### src/rtl/tdc_pkg.sv
// rtl/tdc_pkg.sv - shared TDC widths and pattern-generator FSM encoding
package tdc_pkg;

    localparam int BIN_W    = 5;
    localparam int THERMO_W = 32;

    typedef enum logic [1:0] {
        ST_IDLE  = 2'd0,
        ST_SWEEP = 2'd1,
        ST_DRAIN = 2'd2
    } gen_state_e;

endpackage

### src/rtl/thermo_decode.sv
// rtl/thermo_decode.sv - combinational binary-to-thermometer decode
module thermo_decode
    import tdc_pkg::*;
#(
    parameter int BIN_W    = tdc_pkg::BIN_W,
    parameter int THERMO_W = tdc_pkg::THERMO_W
) (
    input  logic [BIN_W-1:0]    bin_i,
    output logic [THERMO_W-1:0] thermo_o
);

    // Bit i is set for every position below the code value.
    always_comb begin
        thermo_o = '0;
        for (int i = 0; i < THERMO_W; i++) begin
            thermo_o[i] = (i < int'(bin_i));
        end
    end

endmodule

### src/rtl/thermo_pattern_gen.sv
// rtl/thermo_pattern_gen.sv - handshake or sweep driven thermometer pattern source
module thermo_pattern_gen
    import tdc_pkg::*;
#(
    parameter int BIN_W    = tdc_pkg::BIN_W,
    parameter int THERMO_W = tdc_pkg::THERMO_W
) (
    input  logic                clk,
    input  logic                rst_n,
    input  logic                mode,
    input  logic                start,
    input  logic                in_valid,
    input  logic [BIN_W-1:0]    in_bin,
    output logic                in_ready,
    output logic                out_valid,
    input  logic                out_ready,
    output logic [THERMO_W-1:0] out_thermo,
    output logic [BIN_W-1:0]    out_bin,
    output logic                busy,
    output logic                done
);

    localparam logic [BIN_W-1:0] CODE_LAST = '1;

    gen_state_e          state_q, state_d;
    logic [BIN_W-1:0]    cnt_q, cnt_d;
    logic                valid_q, valid_d;
    logic [BIN_W-1:0]    bin_q, bin_d;
    logic [THERMO_W-1:0] thermo_q, thermo_d;
    logic                done_q, done_d;

    logic                slot_free;
    logic                load;
    logic [BIN_W-1:0]    load_bin;
    logic [THERMO_W-1:0] load_thermo;

    thermo_decode #(
        .BIN_W    (BIN_W),
        .THERMO_W (THERMO_W)
    ) u_decode (
        .bin_i    (load_bin),
        .thermo_o (load_thermo)
    );

    assign slot_free = !valid_q || out_ready;

    always_comb begin
        state_d  = state_q;
        cnt_d    = cnt_q;
        valid_d  = valid_q;
        bin_d    = bin_q;
        thermo_d = thermo_q;
        done_d   = 1'b0;
        load     = 1'b0;
        load_bin = '0;

        // A free slot drops the held beat unless something reloads it below.
        if (slot_free) begin
            valid_d = 1'b0;
        end

        case (state_q)
            ST_IDLE: begin
                if (!mode) begin
                    if (in_valid && slot_free) begin
                        load     = 1'b1;
                        load_bin = in_bin;
                    end
                end else if (start && slot_free) begin
                    state_d = ST_SWEEP;
                    cnt_d   = '0;
                end
            end
            ST_SWEEP: begin
                if (slot_free) begin
                    load     = 1'b1;
                    load_bin = cnt_q;
                    if (cnt_q == CODE_LAST) begin
                        state_d = ST_DRAIN;
                    end else begin
                        cnt_d = cnt_q + 1'b1;
                    end
                end
            end
            ST_DRAIN: begin
                if (slot_free) begin
                    done_d  = 1'b1;
                    state_d = ST_IDLE;
                end
            end
            default: begin
                state_d = ST_IDLE;
            end
        endcase

        if (load) begin
            valid_d  = 1'b1;
            bin_d    = load_bin;
            thermo_d = load_thermo;
        end
    end

    always_ff @(posedge clk or negedge rst_n) begin
        if (!rst_n) begin
            state_q  <= ST_IDLE;
            cnt_q    <= '0;
            valid_q  <= 1'b0;
            bin_q    <= '0;
            thermo_q <= '0;
            done_q   <= 1'b0;
        end else begin
            state_q  <= state_d;
            cnt_q    <= cnt_d;
            valid_q  <= valid_d;
            bin_q    <= bin_d;
            thermo_q <= thermo_d;
            done_q   <= done_d;
        end
    end

    // Gated by rst_n so the handshake is refused while reset is held.
    assign in_ready   = rst_n && (state_q == ST_IDLE) && !mode && slot_free;
    assign out_valid  = valid_q;
    assign out_bin    = bin_q;
    assign out_thermo = thermo_q;
    assign busy       = (state_q != ST_IDLE);
    assign done       = done_q;

endmodule
### config.mk
export PLATFORM = sky130hd
export DESIGN_NAME = thermo_pattern_gen
export DESIGN_NICKNAME = d
export VERILOG_FILES = /design/src/rtl/tdc_pkg.sv /design/src/rtl/thermo_decode.sv /design/src/rtl/thermo_pattern_gen.sv
export SDC_FILE = /design/constraint.sdc
export NUM_CORES = 1
export LEC_CHECK = 0
export CORE_ASPECT_RATIO = 1.25
export CORE_MARGIN = 3
export CORE_UTILIZATION = 49
export DETAILED_ROUTE_END_ITERATION = 8
export PLACE_DENSITY_LB_ADDON = 0.2
export SKIP_CTS_REPAIR_TIMING = 1
export SLEW_MARGIN = 0
export SYNTH_ARGS = -nofsm -noshare
export SYNTH_HDL_FRONTEND = slang
export SYNTH_SLANG_ARGS = --single-unit
### constraint.sdc
create_clock -name clk -period 2.08 [get_ports clk]
set_input_delay 0.208 -clock clk [delete_from_list [all_inputs] [get_ports clk]]
set_output_delay 0.208 -clock clk [all_outputs]
set_load 0.02 [all_outputs]
=== Yosys cells after proc, flatten, opt, wreduce, memory -nomap -nowiden ===
Cells that the tools add are included.
W data, S select, Z words.

* Register bits: 45
* Memory bits (writable): 0
* Bits in latches: 0
* ROM bits: 0
* Memories kept: 0
* Logic and storage cells: 83
* Output and inout port bits: 41

* Muxes and demuxes: 22
* $lt $le $gt $ge: 31
* Reduce and logical (&&, ||, !) cells: 14
* Divide/modulo/power cells: 0
* Bitwise operators: 0
* Equal/unequal tests: 9
* Shift operators: 0
* $mul: 0
* $add $sub $neg: 1

{| class="wikitable"
|+ Operator list
! operator !! number
|-
| $lt A5 B5 Y1 const A || 15
|-
| $lt A4 B5 Y1 const A || 8
|-
| $mux W5 || 7
|-
| $lt A3 B5 Y1 const A || 4
|-
| $pmux W5 S2 || 2
|-
| $ne A2 B2 Y1 const B || 6
|-
| $lt A1 B5 Y1 const A || 2
|-
| $lt A2 B5 Y1 const A || 2
|-
| $mux W2 || 5
|-
| $reduce_and A5 Y1 || 2
|-
| $mux W1 || 6
|-
| $pmux W2 S3 || 1
|-
| $reduce_bool A2 Y1 || 3
|-
| $add A5 B1 Y5 const B || 1
|-
| $eq A5 B5 Y1 const B || 1
|-
| $logic_and A1 B1 Y1 || 5
|-
| $eq A2 B1 Y1 const B || 1
|-
| $eq A2 B2 Y1 const B || 1
|-
| $logic_not A1 Y1 || 2
|-
| $logic_not A2 Y1 || 1
|-
| $pmux W1 S2 || 1
|-
| $logic_or A1 B1 Y1 || 1
|}

=== Longest topological paths before layout ===
Gate-level depths: netlist of run 1.

* Depth after elaboration: 7
* Mapped depth: 7
* Depth with buffers taken out: 7

=== Hierarchy ===
From an unflattened synthesis of run 1, not the netlist that was laid out.

* Cell total of the unflattened synthesis: 200
* Area, all modules: 2301.0 um2

{| class="wikitable"
|+ Modules (own cells, without submodules)
! module !! instances !! cells each !! seq. area each (um2) !! area each (um2)
|-
| thermo_pattern_gen || 1 || 143 || 1151.1 || 1988.2
|-
| thermo_decode || 1 || 57 || 0.0 || 312.8
|}

=== Least setup slack after synthesis of run 1 ===
No wires, ideal clock.

* Path type: flip-flop to flip-flop
* Start point: reg cnt_q[2]
* End point: reg cnt_q[3]
* Library setup time: 0.122 ns
* Path slack: 0.188 ns
* Data arrival time: 1.770 ns
* Stages on the path, launching flop included: 8
* Path through: dfrtp_1 clkbuf_1 and3_1 ha_1 nand2b_1 a211oi_2 nand2_1 a32o_1

* Word-level cells in the longest chain between the ends: 4

{| class="wikitable"
|+ RTL lines
! what !! RTL line !! RTL
|-
| start, declared || thermo_pattern_gen.sv:26 || <nowiki>logic [BIN_W-1:0] cnt_q, cnt_d;</nowiki>
|-
| start signal, assigned || thermo_pattern_gen.sv:113 || <nowiki>cnt_q <= cnt_d;</nowiki>
|-
| $add A5 B1 Y5 || thermo_pattern_gen.sv:81 || <nowiki>cnt_d = cnt_q + 1'b1;</nowiki>
|-
| $mux W5 || thermo_pattern_gen.sv:78 || <nowiki>if (cnt_q == CODE_LAST) begin</nowiki>
|-
| $mux W5 || thermo_pattern_gen.sv:75 || <nowiki>if (slot_free) begin</nowiki>
|-
| $pmux W5 S2 || thermo_pattern_gen.sv:62 || <nowiki>case (state_q)</nowiki>
|}

Parallel ways exist; a longest one is shown, timed or not. The select of a mux whose other input is x is not followed.
A chain may end at the register's enable or synchronous reset.

=== Final worst setup path of run 1 ===
* Start point: reg cnt_q[0]
* End point: reg cnt_q[3]

The elaborated chain is that of the path after synthesis.

==> results of run 1 <==
[state kept, by name (all words and copies together), names as in the netlist]
signal / cells
out_thermo: 31
cnt_q: 5
done: 1
out_bin: 4
state_q: 2
out_valid: 1
[logic make-up (layout without fill, tap and decap cells)]
kind of cell    count (synthesis)  after routing  synth area share
mux                             1              1           0.00458
fa+ha+maj                       2              2            0.0115
simple gates                   74             74             0.180
other cells                     1              1           0.00172
compound gates                 63             63             0.243
flops                          44             44             0.504
buf+inv                        22             87            0.0550
[layout by cell type (no fill, tap or decap), types with 5 or more instances in the layout]
cell and instances:
dfrtp_1 44, nor3_1 6, inv_1 6, a221o_1 7, buf_4 22, clkbuf_8 5, clkdlybuf4s50_1 48, a22o_1 9
nand3_1 7, nand2_1 29, nor2_1 8, a211o_1 5
[metrics by stage]
stage	instances	instance area [um^2]
final	328	2980
after global routing	328	2980
after CTS	328	2970
after detailed placement	321	2840
after global placement	321	2840
after floorplan	207	2180
[power by group through the flow]
stage                     clock network, mW  logic [mW]  registers, mW
after floorplan                           0       0.670           1.37
after global placement                    0        1.49           1.17
after detailed placement                  0        1.51           1.18
after CTS                             0.763        1.52           1.16
after global routing                  0.803        1.66           1.19
final                                 0.752        1.52           1.16
[cell type report]
| cell class | count | area, um^2 | share of cell area |
|---|---|---|---|
| clock buffers | 5 | 68.8 | 0.0231 |
| well taps | 56 | 70.1 | 0.0235 |
| inverters | 7 | 28.8 | 0.00967 |
| flip-flops and latches | 44 | 1100 | 0.370 |
| repair buffers | 73 | 683 | 0.230 |
| multi-input cells | 141 | 963 | 0.324 |
| clock inverters | 2 | 60.1 | 0.0202 |
[worst paths after layout]
kind	slack, ns	to	cells past startpoint
max	0.17	cnt_q[3]$_DFFE_PN0P_	8
min	0.02	out_thermo[27]$_DFFE_PN0P_	2
max reg2reg	0.17	cnt_q[3]$_DFFE_PN0P_	8
min reg2reg	0.48	out_bin[3]$_DFFE_PN0P_	1
max in group asynchronous	1.70	out_thermo[30]$_DFFE_PN0P_	2
min in group clk	0.48	out_bin[3]$_DFFE_PN0P_	1
[metal layers]
| layer | track usage | vias up | wire length, um |
|---|---|---|---|
| met5 | 0 | - | 0 |
| met4 | 0.0768 | 0 | 94 |
| met3 | 0.0378 | 9 | 291 |
| met2 | 0.380 | 76 | 2720 |
| met1 | 0.287 | 902 | 2310 |
| li1 | - | 914 | - |
==> results_dict.tcl, run 1 <==
set metrics [dict create \
    p_leak_nw 1.39 \
    path_cells "ha_1 -> and3_1 -> ha_1 -> nand2b_1 -> a211oi_2 -> buf_4 -> nand2_1 -> a32o_1" \
    io_buffers 50 \
    synthCells 207 \
    layout-drive-gt1-share 0.162 \
    cp_common_cell "ha_1" \
    intPower_mw 2.22 \
    die_y_um 80.7 \
    fill_cells 307 \
    grt_pass1_vias 1822 \
    clkTransAtPathRegs_ns 0.08 \
    gp_congestion 0.882 \
    antenna_found_initial 0 \
    via_count 1901 \
    track_usage 0.225 \
    skew_ns 0.00361 \
    core_area_mm2 0.00420 \
    slew_violations 0 \
    switching_share 0.354 \
    final_nets 285 \
    yosysMostFrequentCell "dfrtp_1" \
    grt_remaining_overflow 0 \
    crit_fanout 9 \
    cp-start-kind "flip-flop" \
    cts_root_buf "clkbuf_8" \
    syn_area_per_cell_um2 10.6 \
    synth_common_cells "44 x dfrtp_1, 29 x nand2_1, 9 x a22o_1" \
    endpoint_kind "flip-flop" \
    areaGrowthSynthToFinish_pct 36.2 \
    wirelength_um 5420 \
    dp.final_hpwl_um 4020 \
    setup_tns_ns 0 \
    via_per_inst 5.80 \
    cts_buffer_depth 2 \
    switchingPower_mw 1.21 \
    syn-cell-area_mm2 0.00218 \
    p_seq_frac 0.338 \
    die_area_mm2 0.00530 \
    dr.pass1.iters 5 \
    row_count 26 \
    netlist_top_cells_area "dfrtp_1 50%, nand2_1 5.0%, a22o_1 3.6%" \
    min_path_type "in2async" \
    start_util 0.521 \
    outcome "complete, no violations" \
    worstSkewPairLatency_ns 0.29 \
    ios 52 \
    ys_seq_area_frac 0.504 \
    final.min_clock_period_ns 1.91 \
    finalHoldViolations 0 \
    setup_violations 0 \
    critPathArrivalTime_ns 2.10 \
    antenna_cells 0 \
    drc_errors 0 \
    drt-initial-drc-count 176 \
    cap_viol_max_count 0 \
    clock.fmax_mhz 522 \
    synth_edf_count 0 \
    ys.flop_type "dfrtp_1" \
    yosys_warnings 0 \
    post-route-period-util 0.921 \
    cp_num_buf_inv 1 \
    synthArstFlopShare 1.00 \
    h-tree-depth 2 \
    vdd_ir_drop_max_v 0.000631 \
    crit_family "adder cells" \
    grt_pass1_wl_um 8970 \
    critical_path_required_ns 2.27 \
    final_util 0.709 \
    cts.sinks 44 \
    startpoint "cnt_q[0]$_DFFE_PN0P_" \
    place_ws_ns 0.00124 \
    ys_types 56 \
    p_comb_frac 0.443 \
    worstMarginPinSlew_ns 0.535 \
    layout_setup_ws_ns 0.165 \
    synth-seq-cells 44 \
    syn_nets 220 \
    yosys.area.top_type "dfrtp_1" \
    cts_tree "built" \
    critPathSlowestCell "dfrtp_1" \
    slew-limit-headroom 0.644 \
    synth_top_cell_area_share 0.504 \
    grt_max_degree 45 \
    finalPower_mw 3.43 \
    hold_ws_ns 0.0184 \
    die_x_um 65.7 \
    clock_power_share 0.219 \
    rsz0062_at_grt "false" \
    cts_buffers 5 \
    post_drt_wl_per_cell_um 16.5 \
    r2r_start "cnt_q[0]$_DFFE_PN0P_" \
    power_density_mw_per_mm2 1150 \
    path_class "reg2reg" \
    max_stage_delay_ns 0.38 \
    ant_nets 0 \
]
Power figures use the tool's default switching activity.
==> run 2: changes to the inputs <==
--- a/config.mk
+++ b/config.mk
@@ -5,6 +5,7 @@
 export SDC_FILE = /design/constraint.sdc
 export NUM_CORES = 1
 export LEC_CHECK = 0
+export CAP_MARGIN = 10
 export CORE_ASPECT_RATIO = 1.25
 export CORE_MARGIN = 3
 export CORE_UTILIZATION = 49
==> constraint.sdc (replaced) <==
create_clock -name clk -period 2.08 [get_ports clk]
set_input_delay 0.208 -clock clk [delete_from_list [all_inputs] [get_ports clk]]
set_output_delay 0.208 -clock clk [all_outputs]
set_load 0.05 [all_outputs]
==> run 2 against run 1 <==
  * Worst hold slack got worse by 0.0034 ns
  * Combinational power is 28% higher
  * Routed wire length increased by 0.87%
  * Die area is the same
  * Global-route usage grew 0.56 points
  * Sequential cell count is the same
  * Register-to-register slack got worse by 0.05 ns
  * Worst setup slack worse by 0.048 ns
  * Critical path type unchanged
==> results_dict.tcl, run 2 (synthesized netlist as in run 1, its figures left out) <==
set metrics [dict create \
    worstSkewPairLatency_ns 0.29 \
    cap_viol_max_count 0 \
    final_common_cell "clkdlybuf4s50_1" \
    areaGrowthSynthToFinish_pct 37.7 \
    cts_buffer_depth 2 \
    intPower_mw 2.10 \
    fill_cells 302 \
    ios 52 \
    power_density_mw_per_mm2 1240 \
    clkTransAtPathRegs_ns 0.08 \
    start_util 0.521 \
    row_count 26 \
    post_drt_wl_per_cell_um 16.6 \
    r2r_slack_ns 0.12 \
    io_buffers 50 \
    finalPower_mw 3.72 \
    h-tree-depth 2 \
    slew-limit-headroom 0.587 \
    track_usage 0.230 \
    rr_endpoint "cnt_q[1]$_DFFE_PN0P_" \
    path_class "reg2reg" \
    dp.final_hpwl_um 4140 \
    min_path_type "in2async" \
    clock.fmax_mhz 510 \
    wirelength_um 5470 \
    grt_pass1_wl_um 9170 \
    grt_pass1_vias 1896 \
    cp-start-kind "flip-flop" \
    final_util 0.717 \
    finalHoldViolations 0 \
    clock_power_share 0.165 \
    critPathArrivalTime_ns 2.19 \
    outcome "complete, no violations" \
    crit_fanout 6 \
    endpoint_kind "flip-flop" \
    grt_max_degree 45 \
    grt_remaining_overflow 0 \
    final_nets 288 \
    gp_congestion 0.911 \
    final_cell_mix "47 x clkdlybuf4s50_1, 44 x dfrtp_1, 29 x nand2_1, 25 x buf_4, 9 x a22o_1" \
    via_per_inst 5.82 \
    antenna_cells 0 \
    setup_violations 0 \
    slew_violations 0 \
    switching_share 0.434 \
    dr.pass1.iters 5 \
    place_ws_ns 0.000362 \
    die_y_um 80.7 \
    core_area_mm2 0.00420 \
    die_area_mm2 0.00530 \
    switchingPower_mw 1.61 \
    vdd_ir_drop_max_v 0.000747 \
    hold_ws_ns 0.0150 \
    cts_tree "built" \
    reg2regPathDepth 8 \
    seq_area_mm2 0.00110 \
    multi_input_area_um2 986 \
    p_seq_frac 0.313 \
    critical_path_required_ns 2.31 \
    p_comb_frac 0.522 \
    drt-initial-drc-count 101 \
    ant_nets 0 \
    final.min_clock_period_ns 1.96 \
    post-route-period-util 0.943 \
    cts_root_buf "clkbuf_8" \
    drc_errors 0 \
    die_x_um 65.7 \
    worstMarginPinSlew_ns 0.611 \
    skew_ns 0.00678 \
    layout_setup_ws_ns 0.118 \
    antenna_found_initial 0 \
    cts_buffers 5 \
    r2r_start "cnt_q[0]$_DFFE_PN0P_" \
    layout-drive-gt1-share 0.179 \
    largest_reg_flops 31 \
    via_count 1920 \
    cts.sinks 44 \
    p_leak_nw 1.39 \
]
==> run 2: changes by cell type in the layout (fill, tap and decap cells not counted), sizes merged <==
cell / before / now
buf: 24 / 29
bufinv: 2 / 1
clkdlybuf4s50: 48 / 47
dlymetal6s2s: 1 / 0
==> run 2: area by class of cell <==
| class | count | share of cell area |
|---|---|---|
| multi-input cells | 141 | 0.328 |
| clock inverters | 1 | 0.00998 |
| flip-flops and latches | 44 | 0.366 |
| clock buffers | 5 | 0.0229 |
| repair buffers | 76 | 0.240 |
| well taps | 56 | 0.0233 |
| inverters | 7 | 0.00957 |
==> run 2: stage by stage <==
stage	setup TNS, ns	cell area, um^2	std cells
3_3_place_gp	0	2890	323
5_1_grt	-0.0404	3010	330
4_1_cts	0	2990	329
6_report	0	3010	330
3_5_place_dp	0	2890	323
2_1_floorplan	0	2200	207
==> run 2: how the worst max path moves through the flow <==
stage	depth (start not counted)	from	to
4_1_cts	8	cnt_q[0]$_DFFE_PN0P_	cnt_q[1]$_DFFE_PN0P_
5_1_grt	8	cnt_q[0]$_DFFE_PN0P_	cnt_q[1]$_DFFE_PN0P_
3_3_place_gp	5	in_valid	out_thermo[10]$_DFFE_PN0P_
3_5_place_dp	5	out_ready	out_thermo[18]$_DFFE_PN0P_
6_report	8	cnt_q[0]$_DFFE_PN0P_	cnt_q[1]$_DFFE_PN0P_
2_1_floorplan	7	cnt_q[2]$_DFFE_PN0P_	cnt_q[3]$_DFFE_PN0P_
==> run 2: power by group through the flow <==
stage | registers, mW | logic (mW) | clock network (mW)
finish | 1.17 | 1.94 | 0.613
CTS | 1.17 | 1.93 | 0.621
global route | 1.19 | 2.08 | 0.661
floorplan | 1.73 | 0.699 | 0
detailed placement | 1.18 | 1.93 | 0
global placement | 1.17 | 1.91 | 0
==> run 2: per-layer routing <==
layer	vias to the layer above	GRT usage	part of all wire
met5	-	0	0
met3	9	0.0448	0.042
met1	938	0.290	0.43
li1	916	-	-
met2	57	0.390	0.51
met4	0	0.0768	0.018
==> run 2: critical path: stages (launching register included) <==
cell	delay, ns
dfrtp_1	0.38
ha_1	0.21
and3_1	0.19
ha_1	0.22
nand2b_1	0.20
a211oi_4	0.35
buf_4	0.19
nand3_1	0.07
o21ai_1	0.08
==> run 3: changes to the inputs <==
--- a/config.mk
+++ b/config.mk
@@ -16,3 +16,4 @@
 export SYNTH_ARGS = -nofsm -noshare
 export SYNTH_HDL_FRONTEND = slang
 export SYNTH_SLANG_ARGS = --single-unit
+export TNS_END_PERCENT = 10
==> results of run 3 <==
Same layout as run 2: the final DEF is identical, and so are final timing and power.
